**src/rtl/alu_pkg.sv**
```systemverilog
// Shared types and constants for the ALU operand stage.
// Holds datapath widths, ALU opcodes and the stage payload struct.
package alu_pkg;

    localparam int XLEN = 32;
    localparam int REGW = 5;

    localparam logic [3:0] ALU_MUL    = 4'b0000;
    localparam logic [3:0] ALU_DIV    = 4'b0001;
    localparam logic [3:0] ALU_OR     = 4'b0010;
    localparam logic [3:0] ALU_OR_ALT = 4'b0011;
    localparam logic [3:0] ALU_XOR    = 4'b0100;
    localparam logic [3:0] ALU_SLL    = 4'b0101;
    localparam logic [3:0] ALU_SRL    = 4'b0110;
    localparam logic [3:0] ALU_SRA    = 4'b0111;
    localparam logic [3:0] ALU_SLT    = 4'b1000;
    localparam logic [3:0] ALU_SLTU   = 4'b1001;
    localparam logic [3:0] ALU_NOP    = 4'b1111;

    typedef struct packed {
        logic            valid;
        logic [REGW-1:0] rs1;
        logic [REGW-1:0] rs2;
        logic [REGW-1:0] rd;
        logic [XLEN-1:0] rs1_data;
        logic [XLEN-1:0] rs2_data;
        logic [XLEN-1:0] imm;
        logic            use_imm;
        logic [3:0]      alu_op;
        logic            reg_write;
    } stage_t;

    function automatic stage_t bubble();
        stage_t s;
        s        = '0;
        s.alu_op = ALU_NOP;
        return s;
    endfunction

endpackage

```
**src/rtl/alu_operand_stage_if.sv**
```systemverilog
// Decode/hazard/forwarding bundle into the operand stage and its ALU-side outputs.
// master drives decode, hazard and forwarding inputs; slave is the stage.
interface alu_operand_stage_if;
    import alu_pkg::*;

    logic            stall;
    logic            flush;
    logic            in_valid;
    logic [REGW-1:0] in_rs1;
    logic [REGW-1:0] in_rs2;
    logic [REGW-1:0] in_rd;
    logic [XLEN-1:0] in_rs1_data;
    logic [XLEN-1:0] in_rs2_data;
    logic [XLEN-1:0] in_imm;
    logic            in_use_imm;
    logic [3:0]      in_alu_op;
    logic            in_reg_write;
    logic            exm_reg_write;
    logic [REGW-1:0] exm_rd;
    logic [XLEN-1:0] exm_result;
    logic            wb_reg_write;
    logic [REGW-1:0] wb_rd;
    logic [XLEN-1:0] wb_result;
    logic            ex_valid;
    logic [XLEN-1:0] alu_a;
    logic [XLEN-1:0] alu_b;
    logic [3:0]      alu_op;
    logic [REGW-1:0] ex_rd;
    logic            ex_reg_write;
    logic [XLEN-1:0] ex_store_data;

    modport master (
        output stall, flush, in_valid,
        output in_rs1, in_rs2, in_rd,
        output in_rs1_data, in_rs2_data, in_imm,
        output in_use_imm, in_alu_op, in_reg_write,
        output exm_reg_write, exm_rd, exm_result,
        output wb_reg_write, wb_rd, wb_result,
        input  ex_valid, alu_a, alu_b, alu_op,
        input  ex_rd, ex_reg_write, ex_store_data
    );

    modport slave (
        input  stall, flush, in_valid,
        input  in_rs1, in_rs2, in_rd,
        input  in_rs1_data, in_rs2_data, in_imm,
        input  in_use_imm, in_alu_op, in_reg_write,
        input  exm_reg_write, exm_rd, exm_result,
        input  wb_reg_write, wb_rd, wb_result,
        output ex_valid, alu_a, alu_b, alu_op,
        output ex_rd, ex_reg_write, ex_store_data
    );

endinterface

```
**src/rtl/operand_fwd_mux.sv**
```systemverilog
// Per-operand bypass select: EX/MEM beats WB beats the stored value.
// Register x0 is hardwired, so it never takes a bypass.
module operand_fwd_mux
    import alu_pkg::*;
(
    input  logic [REGW-1:0] i_rs,
    input  logic [XLEN-1:0] i_stored,
    input  logic            i_exm_reg_write,
    input  logic [REGW-1:0] i_exm_rd,
    input  logic [XLEN-1:0] i_exm_result,
    input  logic            i_wb_reg_write,
    input  logic [REGW-1:0] i_wb_rd,
    input  logic [XLEN-1:0] i_wb_result,
    output logic [XLEN-1:0] o_value
);

    logic w_nz;
    logic w_hit_exm;
    logic w_hit_wb;

    assign w_nz      = |i_rs;
    assign w_hit_exm = w_nz && i_exm_reg_write && (i_exm_rd == i_rs);
    assign w_hit_wb  = w_nz && i_wb_reg_write && (i_wb_rd == i_rs);

    always_comb begin
        o_value = i_stored;
        if (w_hit_exm)
            o_value = i_exm_result;
        else if (w_hit_wb)
            o_value = i_wb_result;
    end

endmodule

```
**src/rtl/alu_operand_stage.sv**
```systemverilog
// ID/EX pipeline register with RAW forwarding, stall hold and flush bubble.
// Drives the ALU operands and opcode directly.
module alu_operand_stage
    import alu_pkg::*;
(
    input logic               clk,
    input logic               rst,
    alu_operand_stage_if.slave bus
);

    stage_t          r_stage;
    logic [XLEN-1:0] w_fwd1;
    logic [XLEN-1:0] w_fwd2;

    operand_fwd_mux u_fwd_rs1 (
        .i_rs            (r_stage.rs1),
        .i_stored        (r_stage.rs1_data),
        .i_exm_reg_write (bus.exm_reg_write),
        .i_exm_rd        (bus.exm_rd),
        .i_exm_result    (bus.exm_result),
        .i_wb_reg_write  (bus.wb_reg_write),
        .i_wb_rd         (bus.wb_rd),
        .i_wb_result     (bus.wb_result),
        .o_value         (w_fwd1)
    );

    operand_fwd_mux u_fwd_rs2 (
        .i_rs            (r_stage.rs2),
        .i_stored        (r_stage.rs2_data),
        .i_exm_reg_write (bus.exm_reg_write),
        .i_exm_rd        (bus.exm_rd),
        .i_exm_result    (bus.exm_result),
        .i_wb_reg_write  (bus.wb_reg_write),
        .i_wb_rd         (bus.wb_rd),
        .i_wb_result     (bus.wb_result),
        .o_value         (w_fwd2)
    );

    always_ff @(posedge clk) begin
        if (rst || bus.flush) begin
            r_stage <= bubble();
        end else if (bus.stall) begin
            // capture bypassed values so a producer leaving WB is not lost
            r_stage.rs1_data <= w_fwd1;
            r_stage.rs2_data <= w_fwd2;
        end else begin
            r_stage.valid     <= bus.in_valid;
            r_stage.rs1       <= bus.in_rs1;
            r_stage.rs2       <= bus.in_rs2;
            r_stage.rd        <= bus.in_rd;
            r_stage.rs1_data  <= bus.in_rs1_data;
            r_stage.rs2_data  <= bus.in_rs2_data;
            r_stage.imm       <= bus.in_imm;
            r_stage.use_imm   <= bus.in_use_imm;
            r_stage.alu_op    <= bus.in_alu_op;
            r_stage.reg_write <= bus.in_reg_write & bus.in_valid;
        end
    end

    assign bus.ex_valid      = r_stage.valid;
    assign bus.ex_rd         = r_stage.rd;
    assign bus.ex_reg_write  = r_stage.reg_write;
    assign bus.alu_op        = r_stage.valid ? r_stage.alu_op : ALU_NOP;
    assign bus.alu_a         = r_stage.valid ? w_fwd1 : '0;
    assign bus.ex_store_data = r_stage.valid ? w_fwd2 : '0;
    assign bus.alu_b         = !r_stage.valid  ? '0 :
                               r_stage.use_imm ? r_stage.imm : w_fwd2;

endmodule

```
**src/flat_wrapper.sv**
```systemverilog
// flat-port wrapper written by rule: the top's interface ports become plain ports
module alu_operand_stage_flat import alu_pkg::*;
  (clk, rst, bus_stall, bus_flush, bus_in_valid, bus_in_rs1, bus_in_rs2, bus_in_rd, bus_in_rs1_data, bus_in_rs2_data, bus_in_imm, bus_in_use_imm, bus_in_alu_op, bus_in_reg_write, bus_exm_reg_write, bus_exm_rd, bus_exm_result, bus_wb_reg_write, bus_wb_rd, bus_wb_result, bus_ex_valid, bus_alu_a, bus_alu_b, bus_alu_op, bus_ex_rd, bus_ex_reg_write, bus_ex_store_data);
  alu_operand_stage_if bus_i ();
  input logic clk;
  input logic rst;
  input wire logic [$bits(bus_i.stall)-1:0] bus_stall;
  input wire logic [$bits(bus_i.flush)-1:0] bus_flush;
  input wire logic [$bits(bus_i.in_valid)-1:0] bus_in_valid;
  input wire logic [$bits(bus_i.in_rs1)-1:0] bus_in_rs1;
  input wire logic [$bits(bus_i.in_rs2)-1:0] bus_in_rs2;
  input wire logic [$bits(bus_i.in_rd)-1:0] bus_in_rd;
  input wire logic [$bits(bus_i.in_rs1_data)-1:0] bus_in_rs1_data;
  input wire logic [$bits(bus_i.in_rs2_data)-1:0] bus_in_rs2_data;
  input wire logic [$bits(bus_i.in_imm)-1:0] bus_in_imm;
  input wire logic [$bits(bus_i.in_use_imm)-1:0] bus_in_use_imm;
  input wire logic [$bits(bus_i.in_alu_op)-1:0] bus_in_alu_op;
  input wire logic [$bits(bus_i.in_reg_write)-1:0] bus_in_reg_write;
  input wire logic [$bits(bus_i.exm_reg_write)-1:0] bus_exm_reg_write;
  input wire logic [$bits(bus_i.exm_rd)-1:0] bus_exm_rd;
  input wire logic [$bits(bus_i.exm_result)-1:0] bus_exm_result;
  input wire logic [$bits(bus_i.wb_reg_write)-1:0] bus_wb_reg_write;
  input wire logic [$bits(bus_i.wb_rd)-1:0] bus_wb_rd;
  input wire logic [$bits(bus_i.wb_result)-1:0] bus_wb_result;
  output wire logic [$bits(bus_i.ex_valid)-1:0] bus_ex_valid;
  output wire logic [$bits(bus_i.alu_a)-1:0] bus_alu_a;
  output wire logic [$bits(bus_i.alu_b)-1:0] bus_alu_b;
  output wire logic [$bits(bus_i.alu_op)-1:0] bus_alu_op;
  output wire logic [$bits(bus_i.ex_rd)-1:0] bus_ex_rd;
  output wire logic [$bits(bus_i.ex_reg_write)-1:0] bus_ex_reg_write;
  output wire logic [$bits(bus_i.ex_store_data)-1:0] bus_ex_store_data;
  assign bus_i.stall = bus_stall;
  assign bus_i.flush = bus_flush;
  assign bus_i.in_valid = bus_in_valid;
  assign bus_i.in_rs1 = bus_in_rs1;
  assign bus_i.in_rs2 = bus_in_rs2;
  assign bus_i.in_rd = bus_in_rd;
  assign bus_i.in_rs1_data = bus_in_rs1_data;
  assign bus_i.in_rs2_data = bus_in_rs2_data;
  assign bus_i.in_imm = bus_in_imm;
  assign bus_i.in_use_imm = bus_in_use_imm;
  assign bus_i.in_alu_op = bus_in_alu_op;
  assign bus_i.in_reg_write = bus_in_reg_write;
  assign bus_i.exm_reg_write = bus_exm_reg_write;
  assign bus_i.exm_rd = bus_exm_rd;
  assign bus_i.exm_result = bus_exm_result;
  assign bus_i.wb_reg_write = bus_wb_reg_write;
  assign bus_i.wb_rd = bus_wb_rd;
  assign bus_i.wb_result = bus_wb_result;
  assign bus_ex_valid = bus_i.ex_valid;
  assign bus_alu_a = bus_i.alu_a;
  assign bus_alu_b = bus_i.alu_b;
  assign bus_alu_op = bus_i.alu_op;
  assign bus_ex_rd = bus_i.ex_rd;
  assign bus_ex_reg_write = bus_i.ex_reg_write;
  assign bus_ex_store_data = bus_i.ex_store_data;
  alu_operand_stage u_core (.clk(clk), .rst(rst), .bus(bus_i));
endmodule
```
**config.mk**
```make
export PLATFORM = sky130hd
export DESIGN_NAME = alu_operand_stage_flat
export DESIGN_NICKNAME = d
export VERILOG_FILES = /design/src/rtl/alu_pkg.sv /design/src/rtl/alu_operand_stage_if.sv /design/src/rtl/operand_fwd_mux.sv /design/src/rtl/alu_operand_stage.sv /design/src/flat_wrapper.sv
export SDC_FILE = /design/constraint.sdc
export NUM_CORES = 1
export LEC_CHECK = 0
export BUFFER_PORTS_ARGS = -buffer_cell sky130_fd_sc_hd__buf_2
export CAP_MARGIN = 0
export CORE_UTILIZATION = 52
export CTS_BUF_LIST = sky130_fd_sc_hd__clkbuf_16
export CTS_CLUSTER_SIZE = 8
export DETAILED_ROUTE_END_ITERATION = 12
export GPL_ROUTABILITY_DRIVEN = 0
export HOLD_SLACK_MARGIN = 0.1
export MAX_ROUTING_LAYER = met4
export PLACE_DENSITY = 0.87
export SLEW_MARGIN = 20
export SYNTH_ARGS = -nofsm -noshare
export SYNTH_HDL_FRONTEND = slang
export SYNTH_SLANG_ARGS = --single-unit
```
**constraint.sdc**
```tcl
create_clock -name clk -period 6.1 [get_ports clk]
set_clock_uncertainty 0.2 [all_clocks]
set_input_delay 1.22 -clock clk [delete_from_list [all_inputs] [get_ports clk]]
set_output_delay 1.22 -clock clk [all_outputs]
set_load 0.01 [all_outputs]
```
=== Word level (Yosys, flattened, before mapping) ===
Index checks and enable logic that the tools add are counted.

* RAM bits: 0
* Bits in latches: 0
* Bits of input ports: 198
* Register bits after elaboration: 118
* Logic and storage cells: 36
* Memory bits (read-only): 0
* Memories: 0
* Output and inout bits: 107

* $lt $le $gt $ge: 0
* Shifts and indexed selects: 0
* Reduce and logical (&&, ||, !) cells: 11
* Bitwise operators: 1
* $mul: 0
* Add/subtract/negate cells: 0
* Eq/ne operators: 4
* Mux-type cells: 10
* Divide/modulo/power cells: 0

{| class="wikitable"
|+ Operators with widths
! kind !! count
|-
| $mux 32 || 8
|-
| $mux 64 || 1
|-
| $eq 5x5->1 || 4
|-
| $reduce_or 5->1 || 2
|-
| $logic_and 1x1->1 || 8
|-
| $mux 4 || 1
|-
| $and 1x1->1 || 1
|-
| $logic_or 1x1->1 || 1
|}

=== Logic depth before layout (Yosys ltp) ===
* Depth in word-level cells: 7
* Gate-level depth with buffers: 7

=== By module ===
Synthesis repeated with hierarchy kept, for this count alone.

* Cell total of the unflattened synthesis: 873
* Area, all modules: 7,184.4 um^2

{| class="wikitable"
|+ By module, submodules not included
! module !! cells an instance !! area an instance (um^2) !! times used
|-
| alu_operand_stage || 535 || 5,287.6 || 1
|-
| operand_fwd_mux || 169 || 948.4 || 2
|}

=== Worst setup path before layout ===
OpenSTA, ideal clock, no wires.

* Kind: input to output
* Start: input bus_wb_rd[3]
* End: output bus_alu_b[10]
* Path buffers: 1
* Cell stages on the path: 6
* Data required time: 4.680 ns
* Data arrival time: 2.517 ns
* Path slack: 2.163 ns
* Path through: xnor2_1 -> nand2_1 -> a211oi_2 -> buf_2 -> mux2i_1 -> o211ai_1

* Longest elaborated chain between the ends: 6

{| class="wikitable"
|+ RTL lines
! element !! line !! RTL
|-
| start: declaration || flat_wrapper.sv:23 || <nowiki>input wire logic [$bits(bus_i.wb_rd)-1:0] bus_wb_rd;</nowiki>
|-
| $eq 5x5->1 || operand_fwd_mux.sv:23 || <nowiki>assign w_hit_wb = w_nz && i_wb_reg_write && (i_wb_rd == i_rs);</nowiki>
|-
| $logic_and 1x1->1 || operand_fwd_mux.sv:23 ||
|-
| $mux 32 || operand_fwd_mux.sv:29 || <nowiki>else if (w_hit_wb)</nowiki>
|-
| $mux 32 || operand_fwd_mux.sv:27 || <nowiki>if (w_hit_exm)</nowiki>
|-
| $mux 32 || alu_operand_stage.sv:67 || <nowiki>r_stage.use_imm ? r_stage.imm : w_fwd2;</nowiki>
|-
| $mux 32 || alu_operand_stage.sv:66 || <nowiki>assign bus.alu_b = !r_stage.valid ? '0 :</nowiki>
|-
| end: declaration || flat_wrapper.sv:27 || <nowiki>output wire logic [$bits(bus_i.alu_b)-1:0] bus_alu_b;</nowiki>
|}

Every way passes these cells.

=== Worst setup path after layout ===
* Start: input bus_exm_rd[3]
* End: output bus_alu_b[17]

* Longest elaborated chain between the ends: 5

{| class="wikitable"
|+ RTL lines
! element !! line !! RTL
|-
| start: declaration || flat_wrapper.sv:20 || <nowiki>input wire logic [$bits(bus_i.exm_rd)-1:0] bus_exm_rd;</nowiki>
|-
| $eq 5x5->1 || operand_fwd_mux.sv:22 || <nowiki>assign w_hit_exm = w_nz && i_exm_reg_write && (i_exm_rd == i_rs);</nowiki>
|-
| $logic_and 1x1->1 || operand_fwd_mux.sv:22 ||
|-
| $mux 32 || operand_fwd_mux.sv:27 ||
|-
| $mux 32 || alu_operand_stage.sv:67 ||
|-
| $mux 32 || alu_operand_stage.sv:66 ||
|}

Every way passes these cells.

==> results.md <==
* Status: completed
* Area contributors post-synth: dfxtp_1 (34%), mux2i_1 (17%), o221ai_1 (8.1%)
* Area share of the largest cell type after synthesis at 34.18%
* Syn Std Cell Area at 6912 µm²
* CTS tree: yes
* Routed Antenna Nets at 0
* Max-slew headroom at 29.38%
* CTS Buf Count at 17
* Internal at 1531 µW
* Place WS at 1077 ps
* Number of flops mapped to enable cells by yosys at 0
* Total Neg Setup Slack at 0 ps
* H-tree depth at 4
* # IOs at 305
* Reg power frac at 39.9%
* Post-synth ARST share at 0%
* Synth top cells by count: dfxtp_1 (118), mux2i_1 (116), nand3_1 (82)
* Register area at 2364 µm²
* CP arrival at 3580 ps
* Net Sw Power at 499.8 µW
* DRC violations left at 0
* Pwr Density at 228.2 nW/µm²
* Worst Hold Class: flop to flop
* Largest net degree at the start of global routing at 98
* WL/cell at 19.30 µm
* Leakage power figure at 0.003896 µW
* Family with the most delay on the worst path: simple AND/OR/NAND/NOR gates
* R2r startpoint: u_core.r_stage[111]
* Multi-input logic area at 4151 µm²
* Die Height at 117.3 µm
* HPWL Detailed at 15510 µm
* Synthesis-stage register bit count at 118
* Final setup margin at 1098 ps
* CTS sink count at 118
* Setup crit end: bus_alu_b[17]
* Share of the yosys chip area belonging to registers at 34.18%
* Die area at 13760 µm²
* IO buf count at 304
* Placeable Area at 12770 µm²
* Clk buf depth at 2
* WP depth at 8
* Critical path data required time at 4680 ps
* Nets at 1246
* Hold buffers post-CTS at 0
* Setup Fix Bufs, Post-CTS at 0
* Root Buffer: clkbuf_16
* DR iter-0 viols at 716
* Clock slew seen by the registers of the worst setup and hold paths at 60 ps
* Mapped Cells at 811
* Clk network pwr share at 48.1%
* Switching Share at 24.60%
* Netlist cell types at 33
* Dpl cells at 1201
* CP max-delay cell: and2_1
* Chip Width at 117.3 µm
* DR vias at 7698
* Average size of a mapped cell at 8.522 µm²
* Number of global-route vias before repair at 6936
* Layout cells sized above 1 at 33.18%
* Critical-path cell list: buf_2 -> xor2_1 -> nor4_1 -> and2_1 -> buf_4 -> nand3_1 -> o211ai_1 -> buf_2
* Number of max-cap violations at 0
* Slowest stage delay, CP at 720 ps
* RSZ-0062 raised after global routing: no
* DR pass1 iterations at 5
* Worst setup EP type: primary output
* First-pass GRT wire length at 34850 µm
* Total global routing overflow at 0
* R2R setup slack at 2240 ps
* FILL cells at 1037
* Syn Nets at 1009
* Final Max Slew Viols at 0
* Via/cell ratio at 6.238
* Initial core utilization at 54.11%
* Crit path launch type: input port
* Clk Latency, worst-skew pair at 410 ps
* Worst Path Buf+Inv at 3
* Cell Count, Final, Fillers Out at 1234
* Crit path top cell by count: buf_2
* Origin of the worst setup path: bus_exm_rd[3]
* Post-synth top flop: dfxtp_1
* Final setup viols at 0
* Final wirelength at 23820 µm
* Top-count cell post-synth: dfxtp_1
* Final Hold Fails at 0
* Crit Path Class: input port to primary output
* Logic pwr share at 12.0%
* Register-to-Register Path Depth at 6
* Total GRT Usage at 34.21%
* Area delta synth->final at 28.80%
* Initial antenna violation count at 1
* Minimum clock period at 5002 ps
* Max Fclk at 0.1999 GHz
* Yosys warns at 0
* Peak VDD IR at 0.1634 mV
* Num rows at 41
* Tightest Pin Transition at 1059 ps
* Critical R2R Capture: u_core.r_stage[58]
* CP Max Fanout at 17
* Final worst path period share at 82.01%
* Post-cts gate resize count at 0
* Post-synth top area cell: dfxtp_1
tightest hold or removal path, stage by stage (launching register included):
cell and delay (ps):
dfxtp_1 330, mux2i_1 70, nand2_1 50
layer usage:
layer | up-vias | wire length (µm) | track usage, %
li1 | 3535 | - | -
met1 | 3574 | 9133 | 38.01
met2 | 517 | 11690 | 57.57
met3 | 72 | 2147 | 6.849
met4 | 0 | 843 | 18.73
met5 | - | 0 | -
placed cells by master, fill, tap and decap left out, types with 5 or more instances in the layout:
cell type,n
dfxtp_1,117
mux2i_1,116
clkinv_2,8
nand2_1,8
xor2_1,11
buf_4,11
o221ai_1,64
a21oi_1,65
buf_2,303
clkbuf_16,17
xnor2_1,7
o211ai_1,24
nand3b_1,64
nor2_1,51
nand3_1,81
a32oi_1,8
nand2b_1,5
o21ai_1,6
o21ai_0,66
worst min path at each step:
stage,start,end,slack [ps],cells after the start
final,u_core.r_stage[1],u_core.r_stage[1],280,2
after global routing,u_core.r_stage[1],u_core.r_stage[1],300,2
after CTS,u_core.r_stage[1],u_core.r_stage[1],280,2
after detailed placement,u_core.r_stage[1],u_core.r_stage[1],260,2
after global placement,u_core.r_stage[2],u_core.r_stage[2],250,2
after floorplan,u_core.r_stage[1],u_core.r_stage[1],240,2
power groups by stage:
stage          registers [µW]  logic (µW)  clock network, µW
3_3_place_gp              824         234                  0
5_1_grt                   812         263               1010
6_report                  810         244                977
2_1_floorplan             822         130                  0
3_5_place_dp              826         239                  0
4_1_cts                   810         241                980
registers in the layout (all words and copies together) (netlist names):
name	cells
u_core.bus.ex_reg_write	1
u_core.bus.ex_rd	5
u_core.bus.ex_valid	1
u_core.r_stage	111
final cells by class:
type                       count  area share [%]
antenna                        1         0.02811
timing repair buffer         314           17.96
clock inverter                15           1.630
multi-input combinational    597           46.63
tap                          172           2.417
sequential                   118           26.55
clock buffer                  17           4.779
per-stage QoR:
step                      hold WS (ps)  instance area [µm²]  total power, µW  utilization [%]
after floorplan                  235.5                 6912            951.7                -
after global placement           248.3                 8329             1059            65.21
after detailed placement         259.1                 8329             1064            65.21
after CTS                        275.7                 8900             2030            69.67
after global routing             300.8                 8902             2089            69.69
final                            284.1                 8902             2031            69.69
cells by family (layout without fill, tap and decap cells):
group,Yosys count,in the layout,share of synthesized area [%]
other,0,1,0
flip-flops,118,118,34.18
multiplexers,116,116,16.80
XOR/XNOR,18,18,2.281
AO/OA/AOI/OAI,237,237,22.30
AND/OR/NAND/NOR,226,226,18.05
buffers and inverters,96,346,6.390
Power figures use the tool's default switching activity.
